===== src/rtl/switch_input_ctrl.sv =====
// Switch input controller: synchronizes, debounces and reports
// groups of active-low switches over a small word-addressed bus.
module switch_input_ctrl #(
  parameter int NUM_BYTES = 8,
  parameter int DB_CYCLES = 100000
) (
  input  logic                   clk,
  input  logic                   reset,
  input  logic [8*NUM_BYTES-1:0] sw_n,
  input  logic [3:0]             addr,
  input  logic                   we,
  input  logic [31:0]            wdata,
  output logic [31:0]            rdata,
  output logic                   irq
);

  localparam int NW = NUM_BYTES / 4;
  localparam int CW = $clog2(DB_CYCLES) + 1;
  localparam int NB = 8 * NUM_BYTES;
  localparam logic [CW-1:0] CMAX = CW'(DB_CYCLES - 1);
  localparam logic [3:0] A_CTRL = 4'(2 * NW);

  if (NUM_BYTES % 4 != 0 || NUM_BYTES < 4 || NUM_BYTES > 16) begin : g_bad_nb
    $error("NUM_BYTES must be a multiple of 4 in 4..16");
  end
  if (DB_CYCLES < 1) begin : g_bad_db
    $error("DB_CYCLES must be at least 1");
  end

  logic [NB-1:0] r_s1;
  logic [NB-1:0] r_s2;
  logic [NB-1:0] r_stable;
  logic [NB-1:0] r_chg;
  logic [CW-1:0] r_cnt [NUM_BYTES];
  logic          r_irq_en;
  logic          r_irq;

  logic [NB-1:0] w_stable_nxt;
  logic [NB-1:0] w_set;
  logic [NB-1:0] w_clr;
  logic [CW-1:0] w_cnt_nxt [NUM_BYTES];
  logic          w_ctrl_we;

  // Per-byte debounce: restart on return to stable, commit on full count
  always_comb begin
    w_stable_nxt = r_stable;
    w_set        = '0;
    for (int i = 0; i < NUM_BYTES; i++) begin
      w_cnt_nxt[i] = r_cnt[i];
      if (~r_s2[8*i +: 8] == r_stable[8*i +: 8]) begin
        w_cnt_nxt[i] = '0;
      end else if (r_cnt[i] == CMAX) begin
        w_stable_nxt[8*i +: 8] = ~r_s2[8*i +: 8];
        w_set[8*i +: 8]        = ~r_s2[8*i +: 8] ^ r_stable[8*i +: 8];
        w_cnt_nxt[i]           = '0;
      end else begin
        w_cnt_nxt[i] = r_cnt[i] + CW'(1);
      end
    end
  end

  // Bus write decode: W1C mask for change words, control load strobe
  always_comb begin
    w_clr     = '0;
    w_ctrl_we = we && (addr == A_CTRL);
    for (int j = 0; j < NW; j++) begin
      if (we && addr == 4'(NW + j)) begin
        w_clr[32*j +: 32] = wdata;
      end
    end
  end

  // Bus read mux; unmapped addresses read zero
  always_comb begin
    rdata = '0;
    for (int j = 0; j < NW; j++) begin
      if (addr == 4'(j)) begin
        rdata = r_stable[32*j +: 32];
      end
      if (addr == 4'(NW + j)) begin
        rdata = r_chg[32*j +: 32];
      end
    end
    if (addr == A_CTRL) begin
      rdata = {31'b0, r_irq_en};
    end
  end

  // State update; a new change beats a same-cycle W1C clear
  always_ff @(posedge clk) begin
    if (reset) begin
      r_s1     <= '1;
      r_s2     <= '1;
      r_stable <= '0;
      r_chg    <= '0;
      r_irq_en <= 1'b0;
      r_irq    <= 1'b0;
      for (int i = 0; i < NUM_BYTES; i++) begin
        r_cnt[i] <= '0;
      end
    end else begin
      r_s1     <= sw_n;
      r_s2     <= r_s1;
      r_stable <= w_stable_nxt;
      r_chg    <= (r_chg & ~w_clr) | w_set;
      r_irq    <= r_irq_en & (|r_chg);
      if (w_ctrl_we) begin
        r_irq_en <= wdata[0];
      end
      for (int i = 0; i < NUM_BYTES; i++) begin
        r_cnt[i] <= w_cnt_nxt[i];
      end
    end
  end

  assign irq = r_irq;

endmodule


===== config.mk =====
export PLATFORM = sky130hd
export DESIGN_NAME = switch_input_ctrl
export DESIGN_NICKNAME = d
export VERILOG_FILES = /design/src/rtl/switch_input_ctrl.sv
export SDC_FILE = /design/constraint.sdc
export NUM_CORES = 1
export LEC_CHECK = 0
export ABC_AREA = 1
export BUFFER_PORTS_ARGS = -buffer_cell sky130_fd_sc_hd__buf_2
export CORE_MARGIN = 2
export CORE_UTILIZATION = 55
export CTS_CLUSTER_SIZE = 25
export DETAILED_ROUTE_END_ITERATION = 8
export PLACE_DENSITY = 0.77
export REMOVE_ABC_BUFFERS = 1
export SETUP_SLACK_MARGIN = 0.05
export SYNTH_ARGS = -nofsm -noshare
export SYNTH_HDL_FRONTEND = slang
export SYNTH_SLANG_ARGS = --single-unit

===== constraint.sdc =====
create_clock -name clk -period 1.4 [get_ports clk]
set_input_delay 0.14 -clock clk [delete_from_list [all_inputs] [get_ports clk]]
set_output_delay 0.14 -clock clk [all_outputs]
set_load 0.1 [all_outputs]

[After elaboration in Yosys (flattened, before gate mapping)]
Memories as Yosys holds them, arrays and structs flattened.
Index checks and enable logic that the tools add are counted.
Cells by class
  multipliers: 0
  div/mod/pow operators: 0
  muxes and demuxes: 50
  equality and inequality tests: 20
  $lt $le $gt $ge: 0
  reduce and logical (&&, ||, !) cells: 13
  add/subtract/negate cells: 8
  shifts and indexed selects: 0
  bitwise operators: 36
Operator list (number)
  $mux 18: 24
  $mux 32: 7
  $add 18x1->18 const B: 8
  $eq 18x17->1 const B: 8
  $mux 8: 16
  $and 64x64->64: 1
  $eq 8x8->1: 8
  $not 64->64: 1
  $not 8->8: 8
  $or 64x64->64: 1
  $reduce_or 64->1: 1
  $xor 8x8->8: 8
  $reduce_and 2->1: 8
  $eq 4x2->1 const B: 2
  $not 1->1: 8
  $or 1x1->1: 8
  $eq 4x1->1 const B: 1
  $eq 4x3->1 const B: 1
  $logic_not 4->1: 1
  $logic_and 1x1->1: 3
  $mux 1: 3
  $and 1x1->1: 1
Word-level totals
  logic and storage cells: 141
  output and inout port bits: 33
  memories kept: 1
  bits in latches: 0
  bits in read-only memories: 0
  RAM bits: 144
  input bits: 103
  register bits after elaboration: 258
Memory list
  r_cnt: depth 8, bits a word 18, rd ports 8, clocked after Yosys merged registers in 0, wr ports 8, RTL line 34  | logic [CW-1:0] r_cnt [NUM_BYTES];

[Logic depth before layout (Yosys ltp)]
  depth in word-level cells: 6
  depth in mapped cells: 11
  mapped depth without buffers: 10

[Worst setup path before layout]
OpenSTA, ideal clock, no wires.
  kind: input-to-output
  start point: input port addr[2]
  end point: output port rdata[30]
  stages: 6
  buffers on the path: 1
  arrival: 2.856 ns
  slack: -1.596 ns
  required time: 1.260 ns
  cells stage by stage: nor2_4 > nand2_1 > nor2_2 > inv_1 > buf_2 > o21ai_0
Between the ends
  cells in the longest elaborated chain, start to end: 6
  elaborated cells between the ends (all ways): 10
  those cells by class: eq/ne: 4; mux: 5; reduce/logical: 1
RTL lines
  from (decl): RTL line 10  | input logic [3:0] addr,
  $logic_not 4->1: RTL line 77  | if (addr == 4'(j)) begin
  $mux 32: RTL line 77
  $mux 32: RTL line 80  | if (addr == 4'(NW + j)) begin
  $mux 32: RTL line 77
  $mux 32: RTL line 80
  $mux 32 *: RTL line 84  | if (addr == A_CTRL) begin
  to (decl): RTL line 13  | output logic [31:0] rdata,
Mark *: on every way between the ends. The rest lies on a longest branch, timed or not.

[Worst setup path in the final report]
  start point: register r_stable[36]
  end point: register r_stable[36]
Between the ends
  cells in the longest elaborated chain, start to end: 3
RTL lines
  from (decl): RTL line 32  | logic [NB-1:0] r_stable;
  from (signal assigned): RTL line 104  | r_stable <= w_stable_nxt;
  $eq 8x8->1: RTL line 50  | if (~r_s2[8*i +: 8] == r_stable[8*i +: 8]) begin
  $not 1->1 (no line)
  $reduce_and 2->1 (no line)
No other way between the ends.
A chain may end at the register's enable or synchronous reset.

==> results.md <==
* Core outline area at between 0.03 and 0.04 sq mm
* Flop-to-flop setup slack at -570 ps
* Port bufs at 135
* Yosys reg bits at 402
* Post-Synth Adder-Cell Area at less than 1%
* Clock Latency Late Sink at roughly 600 ps
* Hold depth at 3
* Xor/xnor share of the synthesized area at 4.523%
* Worst R2R End: r_stable[36]
* Setup violators final at 305
* Main synth FF type: dfxtp_1
* Post-synth EDFFs at 0
* Placed cells at approximately 3,300
* Vert. Die Dim at 188.8 um
* Register area at 0.008217 sq mm
* Area taken by multi-input logic gates at 0.01152 sq mm
* CP Data Arrival Time at 2430 ps
* Final slew viol count at 0
* # Max-Cap Violations at 0
* Achievable frequency at 0.5077 GHz
* Post-synth cell types at 40
* Final Non-Filler Cells at 3,682
* Die X at 188.8 um
* Gate count of the mapped netlist at 2,655
* Fraction of layout cells with a size suffix above 1 at 43.48%
* Fill count at 1,413
* Leak at roughly 12 nW
* Critical Path RT at 1860 ps
* Hold EP: r_chg[31]
* First-pass iteration count of the detailed router at 8
* Slew @ Worst Pin at ~420 ps
* Compound-Gate Fraction of Synth Area at approximately 8.9%
* Asr flop ratio synth at 0%
* First-pass GRT wire length at 98,500 um
* Placed Area at 0.02161 sq mm
* CP Launch Type: flip-flop
* HP Start: reset
* Top cells by area, synth: dfxtp_1 (43%), nand2_1 (11%), nor2_1 (7.5%)
* Area grow syn2layout at 54.27%
* Final ANT Viol Nets at 0
* Most area-hungry cell type in the Yosys netlist: dfxtp_1
* Syn_area_per_cell at 7.075 sq um
* Global route total overflow at 0
* H-tree depth at 2
* Max FO, Critical Path at 15
* Critical setup path kind: flip-flop to flip-flop
* N_diodes at 0
* Synth warn at 0
* Sequential area share after synthesis at a little over two fifths
* Detailed Route Iter0 Violations at 2,919
* CTS sink cnt at around 400
* Die ar. at 0.03565 sq mm
* Worst VDD drop at 997.0 uV
* Largest net degree at the start of global routing at 87
* Pwr dens at between 900 and 1000 mW/mm^2
* Final hold vios at 0
* Worst rel slew slack at 71.66%
* Worst setup margin at -569.6 ps
* Status: finished, violations left
* Simple logic cell fraction of the synthesized area at 33.34%
* Fin Clk Skew at 30.45 ps
* Num CTS Buffers at 43
* TritonCTS clock tree: yes
* Post-route cell area at roughly 0.029 sq mm
* Overall power at ~28 mW
* Synthesized area at 0.01878 sq mm
* IO Count at 136
* Post-synthesis mux area share at 0%
* Final GP Congestion at 0.8988
* Top-area cell type share of the netlist area at a little over two fifths
* Vias post-DR at 22,460
* Failing checks: setup timing
* R2R depth at 9
* Final critical-path share of the clock period at 140.7%
* Reg clk slew, reported paths at 60 ps
* Placement Rows at 67
* Hpwl dp at 34,010 um
* Wirelength, routed at around 80,000 um
* Min Tclk post-route at 1970 ps
* NumNets Final at between 3,000 and 4,000
* Via density at 6.099
* RSZ-0062 raised after global routing: yes
* FF-to-FF Start: r_stable[36]
* Antenna violations before repair at 0
* Starting Density at 55.88%
* Root Driver: clkbuf_16
* Hold Crit Class: input port to flip-flop
* Largest family of logic cells by synthesized area: simple AND/OR/NAND/NOR gates
* Clock tree buffer depth at 3
* Tot GR Track Use at 33.66%
* Vias in the first global route at 20,310
* Worst setup EP type: flip-flop
* DRC at 0
* Drt wl/cell at 21.73 um
-- cells by family (layout without fill, tap and decap cells) --
group,Yosys count,count (layout)
fa+ha+maj,8,8
flops,402,402
xor+xnor,97,97
simple gates,1399,1404
buf+inv,447,1021
compound gates,302,302
-- synth_stat cells (2+ instances only) --
master    number
xor2_1        75
or2_2        130
buf_4          4
o22a_1        28
clkbuf_1      35
nor3_1        39
ha_1           8
buf_2         23
nand2_2       12
inv_2          3
nor2_1       377
buf_1          3
o21ai_0       99
nand3_2       12
nand2_1      561
o21ai_2        2
nand4_1       45
nor2_2        22
dfxtp_1      402
o211ai_4       2
nor2_4        10
nand3_1      185
o22ai_1        2
a21oi_1      164
buf_6         16
inv_1        360
a31oi_1        2
xnor2_1       22
-- timing repair --
| item | in CTS | in global routing |
|---|---|---|
| setup endpoints to repair | 291 | 301 |
| pin swaps | 203 | 216 |
| hold buffers | 103 | 0 |
| gates resized for setup | 473 | 501 |
| endpoints found under the hold margin | 122 | 0 |
| gates cloned | 30 | 5 |
| buffers inserted | 107 | 61 |
-- placed cells by master, fill, tap and decap left out, types with 89 or more instances in the layout --
cell           instances
buf_2                101
dfxtp_1              273
nor2_2                89
dlygate4sd3_1        103
buf_4                210
nand2_1              473
or2_2                130
inv_1                298
a21oi_2              108
dfxtp_2              126
nor2_1               252
-- per-stage QoR --
step                      hold slack [ps]  setup TNS [ps]  utilization, %  setup WS, ps
after floorplan                     209.1          -81040               -         -2210
after global placement              322.5           -8230           64.29        -196.6
after detailed placement            325.2          -17690           64.29        -202.4
after CTS                           6.225          -22410           80.41        -398.2
after global routing                55.43          -76770           86.21        -521.4
final                               53.15          -64830           86.21        -569.6
-- state kept, by name, indices dropped and copies added, names as in the netlist --
| name | count |
|---|---|
| irq | 1 |
| r_chg | 64 |
| r_cnt | 144 |
| r_irq_en | 1 |
| r_s1 | 64 |
| r_s2 | 64 |
| r_stable | 64 |
-- routing by layer --
metal / wire length, um / GRT usage [%] / vias up
li1: - / - / 9431
met1: 26790 / 38.75 / 10250
met2: 36870 / 59.29 / 1999
met3: 8638 / 6.836 / 782
met4: 7708 / 16.86 / 0
met5: 0 / 0 / -
-- power by group --
group          internal (mW)  leakage [nW]  total, mW  switching, mW
Clock                   7.27         0.738       12.4           5.17
Combinational           1.40          8.11       3.29           1.89
Sequential              11.7          3.33       11.9          0.197
-- layout make-up --
type | count | share of cell area (%)
inverter | 365 | 4.806
multi-input combinational | 1811 | 39.74
timing repair buffer | 577 | 19.99
tap | 448 | 1.934
clock inverter | 15 | 0.7729
sequential | 402 | 28.35
clock buffer | 64 | 4.404
-- worst max-delay path by stage --
stage                       from           end  depth (start not counted)
global route        r_stable[36]  r_stable[36]                          9
CTS                  r_stable[0]      rdata[0]                          6
detailed placement       addr[2]      rdata[5]                          8
floorplan                addr[2]     rdata[30]                          5
finish              r_stable[36]  r_stable[36]                          9
global placement         addr[2]     rdata[20]                          9
-- critical path: stages (launching register included) --
cell and delay, ps:
dfxtp_2 340, inv_2 80, nand2_1 100, nand2_1 140, nand2_1 180, nor2_2 240
nand2_4 140, buf_8 200, a21oi_2 300, nor2_1 120
No activity file was read; power rests on OpenSTA's default activity.
